[src/rtl/czreg_pkg.sv]
// czreg_pkg: opcodes, sequencer state encodings and default scratchpad width
package czreg_pkg;
    localparam int SPM_WIDTH_DEF = 8;
    typedef enum logic [2:0] {OP_MOV, OP_ADD, OP_SUB, OP_AND, OP_OR, OP_XOR, OP_INC, OP_NOP} opc_t;
    typedef enum logic [2:0] {ST_IDLE, ST_RDA, ST_RDB, ST_EXE, ST_WB} state_t;
endpackage

[src/rtl/czreg_opseq_if.sv]
// czreg_opseq_if: request bus and scratchpad port of the operation sequencer
interface czreg_opseq_if import czreg_pkg::*; #(parameter int SPM_WIDTH = SPM_WIDTH_DEF);
    logic                 xREQ_P, xRDY_P;
    logic [2:0]           xOPC_P;
    logic [SPM_WIDTH-1:0] xSRCA_P, xSRCB_P, xDST_P;
    logic [SPM_WIDTH-1:0] xREGRA_P, xREGWA_P;
    logic                 xREGWE_P;
    logic [7:0]           xREGDI_P, xREGDO_P;
    logic                 xDONE_P;
    logic [7:0]           xRES_P;
    logic                 xCY_P, xZ_P;
    modport master (output xREQ_P, xOPC_P, xSRCA_P, xSRCB_P, xDST_P, xREGDO_P,
                    input xRDY_P, xREGRA_P, xREGWA_P, xREGWE_P, xREGDI_P, xDONE_P, xRES_P, xCY_P, xZ_P);
    modport slave  (input xREQ_P, xOPC_P, xSRCA_P, xSRCB_P, xDST_P, xREGDO_P,
                    output xRDY_P, xREGRA_P, xREGWA_P, xREGWE_P, xREGDI_P, xDONE_P, xRES_P, xCY_P, xZ_P);
endinterface

[src/rtl/czalu.sv]
// czalu: 8-bit combinational ALU, carry is carry-out for ADD/INC and borrow for SUB
module czalu import czreg_pkg::*; (
    input  opc_t       i_opc,
    input  logic [7:0] i_a,
    input  logic [7:0] i_b,
    output logic [7:0] o_res,
    output logic       o_cy
);
    logic [8:0] w_add, w_sub, w_inc;
    always_comb begin
        w_add = {1'b0, i_a} + {1'b0, i_b};
        w_sub = {1'b0, i_a} - {1'b0, i_b};
        w_inc = {1'b0, i_a} + 9'd1;
        o_res = i_opc == OP_ADD ? w_add[7:0] :
                i_opc == OP_SUB ? w_sub[7:0] :
                i_opc == OP_AND ? i_a & i_b :
                i_opc == OP_OR  ? i_a | i_b :
                i_opc == OP_XOR ? i_a ^ i_b :
                i_opc == OP_INC ? w_inc[7:0] : i_a;
        o_cy  = i_opc == OP_ADD ? w_add[8] :
                i_opc == OP_SUB ? w_sub[8] :
                i_opc == OP_INC ? w_inc[8] : 1'b0;
    end
endmodule

[src/rtl/czreg_opseq.sv]
// czreg_opseq: five-cycle read-A / read-B / execute / write-back sequencer over a scratchpad
module czreg_opseq import czreg_pkg::*; #(parameter int SPM_WIDTH = SPM_WIDTH_DEF) (
    input logic          CLK,
    input logic          RST,
    czreg_opseq_if.slave bus
);
    state_t               r_state, w_next;
    opc_t                 r_opc;
    logic [SPM_WIDTH-1:0] r_srcb, r_dst, r_ra;
    logic [7:0]           r_a, r_di, r_res, w_alu_res;
    logic                 r_we, r_cy_pend, r_done, r_cy, r_z, w_alu_cy, w_rdy, w_accept;

    always_ff @(posedge CLK or posedge RST) begin
        if (RST) r_state <= ST_IDLE;
        else     r_state <= w_next;
    end

    always_comb begin
        w_next = r_state == ST_IDLE ? (bus.xREQ_P ? ST_RDA : ST_IDLE) :
                 r_state == ST_RDA  ? ST_RDB :
                 r_state == ST_RDB  ? ST_EXE :
                 r_state == ST_EXE  ? ST_WB  : ST_IDLE;
    end

    always_comb begin
        w_rdy    = r_state == ST_IDLE;
        w_accept = w_rdy && bus.xREQ_P;
    end

    // operand B is taken straight from the scratchpad in EXE, so it needs no register
    czalu u_alu (.i_opc(r_opc), .i_a(r_a), .i_b(bus.xREGDO_P), .o_res(w_alu_res), .o_cy(w_alu_cy));

    always_ff @(posedge CLK or posedge RST) begin
        if (RST) begin
            r_opc     <= OP_MOV;
            r_srcb    <= '0;
            r_dst     <= '0;
            r_ra      <= '0;
            r_a       <= '0;
            r_di      <= '0;
            r_we      <= 1'b0;
            r_cy_pend <= 1'b0;
            r_done    <= 1'b0;
            r_res     <= '0;
            r_cy      <= 1'b0;
            r_z       <= 1'b0;
        end else begin
            r_done <= 1'b0;
            if (w_accept) begin
                r_opc  <= opc_t'(bus.xOPC_P);
                r_srcb <= bus.xSRCB_P;
                r_dst  <= bus.xDST_P;
                r_ra   <= bus.xSRCA_P;
            end
            if (r_state == ST_RDA) r_ra <= r_srcb;
            if (r_state == ST_RDB) r_a <= bus.xREGDO_P;
            if (r_state == ST_EXE) begin
                r_di      <= w_alu_res;
                r_cy_pend <= w_alu_cy;
                r_we      <= r_opc != OP_NOP;
            end
            if (r_state == ST_WB) begin
                r_we   <= 1'b0;
                r_done <= 1'b1;
                r_res  <= r_di;
                r_cy   <= r_cy_pend;
                r_z    <= r_di == 8'h00;
            end
        end
    end

    assign bus.xRDY_P   = w_rdy;
    assign bus.xREGRA_P = r_ra;
    assign bus.xREGWA_P = r_dst;
    assign bus.xREGWE_P = r_we;
    assign bus.xREGDI_P = r_di;
    assign bus.xDONE_P  = r_done;
    assign bus.xRES_P   = r_res;
    assign bus.xCY_P    = r_cy;
    assign bus.xZ_P     = r_z;
endmodule
[src/flat_wrapper.sv]
// flat-port wrapper written by rule: the top's interface ports become plain ports
module czreg_opseq_flat import czreg_pkg::*;
#(parameter int SPM_WIDTH = SPM_WIDTH_DEF)
  (CLK, RST, bus_xREQ_P, bus_xOPC_P, bus_xSRCA_P, bus_xSRCB_P, bus_xDST_P, bus_xREGDO_P, bus_xRDY_P, bus_xREGRA_P, bus_xREGWA_P, bus_xREGWE_P, bus_xREGDI_P, bus_xDONE_P, bus_xRES_P, bus_xCY_P, bus_xZ_P);
  czreg_opseq_if #(.SPM_WIDTH(SPM_WIDTH)) bus_i ();
  input logic CLK;
  input logic RST;
  input wire logic [$bits(bus_i.xREQ_P)-1:0] bus_xREQ_P;
  input wire logic [$bits(bus_i.xOPC_P)-1:0] bus_xOPC_P;
  input wire logic [$bits(bus_i.xSRCA_P)-1:0] bus_xSRCA_P;
  input wire logic [$bits(bus_i.xSRCB_P)-1:0] bus_xSRCB_P;
  input wire logic [$bits(bus_i.xDST_P)-1:0] bus_xDST_P;
  input wire logic [$bits(bus_i.xREGDO_P)-1:0] bus_xREGDO_P;
  output wire logic [$bits(bus_i.xRDY_P)-1:0] bus_xRDY_P;
  output wire logic [$bits(bus_i.xREGRA_P)-1:0] bus_xREGRA_P;
  output wire logic [$bits(bus_i.xREGWA_P)-1:0] bus_xREGWA_P;
  output wire logic [$bits(bus_i.xREGWE_P)-1:0] bus_xREGWE_P;
  output wire logic [$bits(bus_i.xREGDI_P)-1:0] bus_xREGDI_P;
  output wire logic [$bits(bus_i.xDONE_P)-1:0] bus_xDONE_P;
  output wire logic [$bits(bus_i.xRES_P)-1:0] bus_xRES_P;
  output wire logic [$bits(bus_i.xCY_P)-1:0] bus_xCY_P;
  output wire logic [$bits(bus_i.xZ_P)-1:0] bus_xZ_P;
  assign bus_i.xREQ_P = bus_xREQ_P;
  assign bus_i.xOPC_P = bus_xOPC_P;
  assign bus_i.xSRCA_P = bus_xSRCA_P;
  assign bus_i.xSRCB_P = bus_xSRCB_P;
  assign bus_i.xDST_P = bus_xDST_P;
  assign bus_i.xREGDO_P = bus_xREGDO_P;
  assign bus_xRDY_P = bus_i.xRDY_P;
  assign bus_xREGRA_P = bus_i.xREGRA_P;
  assign bus_xREGWA_P = bus_i.xREGWA_P;
  assign bus_xREGWE_P = bus_i.xREGWE_P;
  assign bus_xREGDI_P = bus_i.xREGDI_P;
  assign bus_xDONE_P = bus_i.xDONE_P;
  assign bus_xRES_P = bus_i.xRES_P;
  assign bus_xCY_P = bus_i.xCY_P;
  assign bus_xZ_P = bus_i.xZ_P;
  czreg_opseq #(.SPM_WIDTH(SPM_WIDTH)) u_core (.CLK(CLK), .RST(RST), .bus(bus_i));
endmodule
[config.mk]
export PLATFORM = sky130hd
export DESIGN_NAME = czreg_opseq_flat
export DESIGN_NICKNAME = d
export VERILOG_FILES = /design/src/rtl/czreg_pkg.sv /design/src/rtl/czreg_opseq_if.sv /design/src/rtl/czalu.sv /design/src/rtl/czreg_opseq.sv /design/src/flat_wrapper.sv
export SDC_FILE = /design/constraint.sdc
export NUM_CORES = 1
export LEC_CHECK = 0
export ABC_AREA = 1
export CORE_MARGIN = 3
export CORE_UTILIZATION = 40
export DETAILED_ROUTE_END_ITERATION = 16
export PLACE_DENSITY = 0.77
export SETUP_SLACK_MARGIN = 0.02
export SYNTH_ARGS = -nofsm -noshare
export SYNTH_HDL_FRONTEND = slang
export SYNTH_SLANG_ARGS = --single-unit
[constraint.sdc]
create_clock -name CLK -period 1.8 [get_ports CLK]
set_input_delay 0.18 -clock CLK [delete_from_list [all_inputs] [get_ports CLK]]
set_output_delay 0.18 -clock CLK [all_outputs]
set_load 0.01 [all_outputs]
==> run summary <==
status = complete, no violations
RSZ-0062 raised after global routing = yes
Hold Buf Count CTS = 0
Worst Path Required = 2.06 ns
critical path endpoint category = flop
most frequent cells in the layout = 182 x nand2_1, 74 x buf_4, 72 x clkdlybuf4s50_1
WP buf/inv = 3
fin nets = 726
DRT Pass-1 Iters = 8
Post-DP Area = 5180 µm²
synthesized area = 3810 µm²
CP cell instances = ha_2 -> inv_2 -> fa_2 -> o21ai_2 -> buf_4 -> xor2_1 -> nand2_1 -> nand2_1 -> inv_1 -> nand2_1 -> nand2_1
Inserted Diodes = 0
# setup viols final = 0
Arr. time, crit path = 2.04 ns
Design Area, Final = 5570 µm²
worst hold path class = in -> async
total number of vias = 3834
number of synthesized flops with an enable pin = 0
Slew @ Worst Pin = 0.517 ns
H-tree depth = 3
Cell variety after synth = 42
top_reg_cell synth = dfrtp_1
maximum VDD drop = 0.000838 V
Power per Cell Area = 1770 nW/µm²
drt wl/cell = 14.2 µm
final cell count without fillers = 792
grt total ovfl = 0
Mapped Cells = 513
final cell utilization of the core = 62.1%
Clock Sinks = 59
IO Port Bufs = 74
Crit-path slowest cell = dfrtp_1
Num CTS Buffers = 9
Sw Pwr = 4370 µW
clk slew on worst S/H paths = 0.09 ns
RePlAce Congestion = 0.914
Routed Antenna Nets = 0
Final Hold Fails = 0
initial antenna violation count = 0
largest net degree at the start of global routing = 60
sequential-to-total area share from yosys stat = 38.8%
Mapped Nets = 578
wirelength, routed = 11.3 mm
Total Power = 9860 µW
most frequent CP cell = nand2_1
Max FO, Critical Path = 3
Int Power = 5490 µW
CP Launch Type = flop
family with the most delay on the worst path = adder cells
Max Freq = 561 MHz
maxcap violations = 0
global-route wire length before repair = 18.2 mm
Max Transition Viols Final = 0
# DRC = 0
mean number of vias per cell = 4.84
IO Count = 75
critical path class = reg -> reg
clock buffer depth = 2
ys async rst share = 100%
Total Negative Setup Slacks = 0 ns
YS warnings = 0
leading cell type in the layout, fill and taps excluded = nand2_1
Die Y = 104 µm
CTS tree = yes
max incr delay on CP = 0.39 ns
share of power burned in registers = 24.8%
placed insts = 770
# rows = 34
P&R area growth vs syn = 46.4%
register bit total from synthesis = 59
Die W = 104 µm
Pleak = 0.00287 µW
Worst-Skew Late Latency = 0.35 ns
min cycle time layout = 1.78 ns
GRT Total Usage = 20.9%
Combinational Power Share = 62.2%
Root Buffer = clkbuf_8
share of cells above drive strength 1 = 21.9%
Sw Ratio = 44.3%
DP HPWL = 8.49 mm
CORE AREA = 8980 µm²
Max-slew headroom = 65.4%
die area = 10700 µm²
vias in the first global route = 3664
mean post-synth cell area = 7.42 µm²
1st-iter DRT viols = 280
Starting Density = 42.4%
final cycle utilization of the critical path = 99.1%
Clk pwr share = 13.0%
Final Skew = 0.0200 ns
## synthesized netlist by cell type, drive strengths merged, types with 4 or more instances
| library cell | instances | area (µm²) |
|---|---|---|
| o21ai | 43 | 219 |
| nor2 | 23 | 123 |
| xor2 | 11 | 96.3 |
| ha | 25 | 313 |
| dfrtp | 59 | 1480 |
| nand3 | 39 | 213 |
| inv | 67 | 252 |
| buf | 9 | 50.0 |
| nor3 | 4 | 41.3 |
| nand2 | 186 | 713 |
| nand4 | 4 | 25.0 |
| a21oi | 20 | 104 |
| clkbuf | 4 | 15.0 |
## final timing paths
kind,slack (ns),end,depth (start not counted),start
worst max register to register,0.02,u_core.bus.xREGDI_P[6]$_DFFE_PP0N_,11,u_core.r_a[0]$_DFFE_PP0P_
worst max-delay path,0.02,u_core.bus.xREGDI_P[6]$_DFFE_PP0N_,11,u_core.r_a[0]$_DFFE_PP0P_
min in group CLK,0.37,u_core.bus.xREGWA_P[5]$_DFFE_PP0P_,3,bus_xDST_P[5]
max in group asynchronous,1.31,u_core.bus.xRES_P[5]$_DFFE_PP0P_,3,RST
worst min register to register,0.47,u_core.bus.xCY_P$_DFFE_PP0P_,2,u_core.bus.xCY_P$_DFFE_PP0P_
worst min-delay path,0.22,u_core.r_opc[2]$_DFFE_PP0P_,3,RST
## power by group through the flow
stage,combinational (µW),clock [µW],sequential [µW]
after global routing,6790,1370,2530
after detailed placement,5760,0,2440
after CTS,5970,1300,2440
after global placement,5670,0,2410
after floorplan,2970,0,2590
final,6130,1290,2450
## routing by layer
metal	GRT usage, %	up-vias	share of wire, %
li1	-	1920	-
met1	28.0	1768	45
met2	35.7	130	48
met3	3.30	16	5.9
met4	4.84	0	0.95
met5	0	-	0
## state kept, by name, summed over array words and instances, names as in the netlist, 3 cells and up
register             count
u_core.r_a               8
u_core.r_opc             3
u_core.r_srcb            8
u_core.r_state           3
u_core.bus.xREGRA_P      8
u_core.bus.xREGWA_P      8
u_core.bus.xRES_P        8
u_core.bus.xREGDI_P      8
## metrics by stage
stage	setup slack, ns	hold WS (ns)
after floorplan	0.0120	0.290
after global placement	-0.477	0.452
after detailed placement	-0.486	0.462
after CTS	-0.0213	0.236
after global routing	-0.120	0.243
final	0.0161	0.219
## timing repair
| item | in CTS | in global routing |
|---|---|---|
| pin swaps | 5 | 5 |
| setup buffers | 3 | 3 |
| gates resized for setup | 26 | 15 |
| endpoints found under the setup margin | 8 | 8 |
| gates cloned | 0 | 0 |
## cell families (layout without fill, tap and decap cells)
group / count (synthesis) / in the layout / synth area share (%)
buf+inv: 82 / 235 / 8.64
simple gates: 259 / 259 / 29.8
xor+xnor: 11 / 11 / 2.53
compound gates: 75 / 75 / 11.0
flops: 59 / 59 / 38.8
fa+ha+maj: 27 / 27 / 9.27
## final cells by class
class / instances / area [µm²]
Clock inverter: 6 / 63.8
Sequential cell: 59 / 1480
Clock buffer: 10 / 138
Tap cell: 126 / 158
Multi-Input combinational cell: 372 / 2150
Fill cell: 806 / 3400
Inverter: 69 / 264
Timing Repair Buffer: 150 / 1330
## tightest hold or removal path, delay by kind of cell
family / cells / cell delay [ns]
buffers and inverters: 3 / 0.79
No activity file was read; power rests on OpenSTA's default activity.
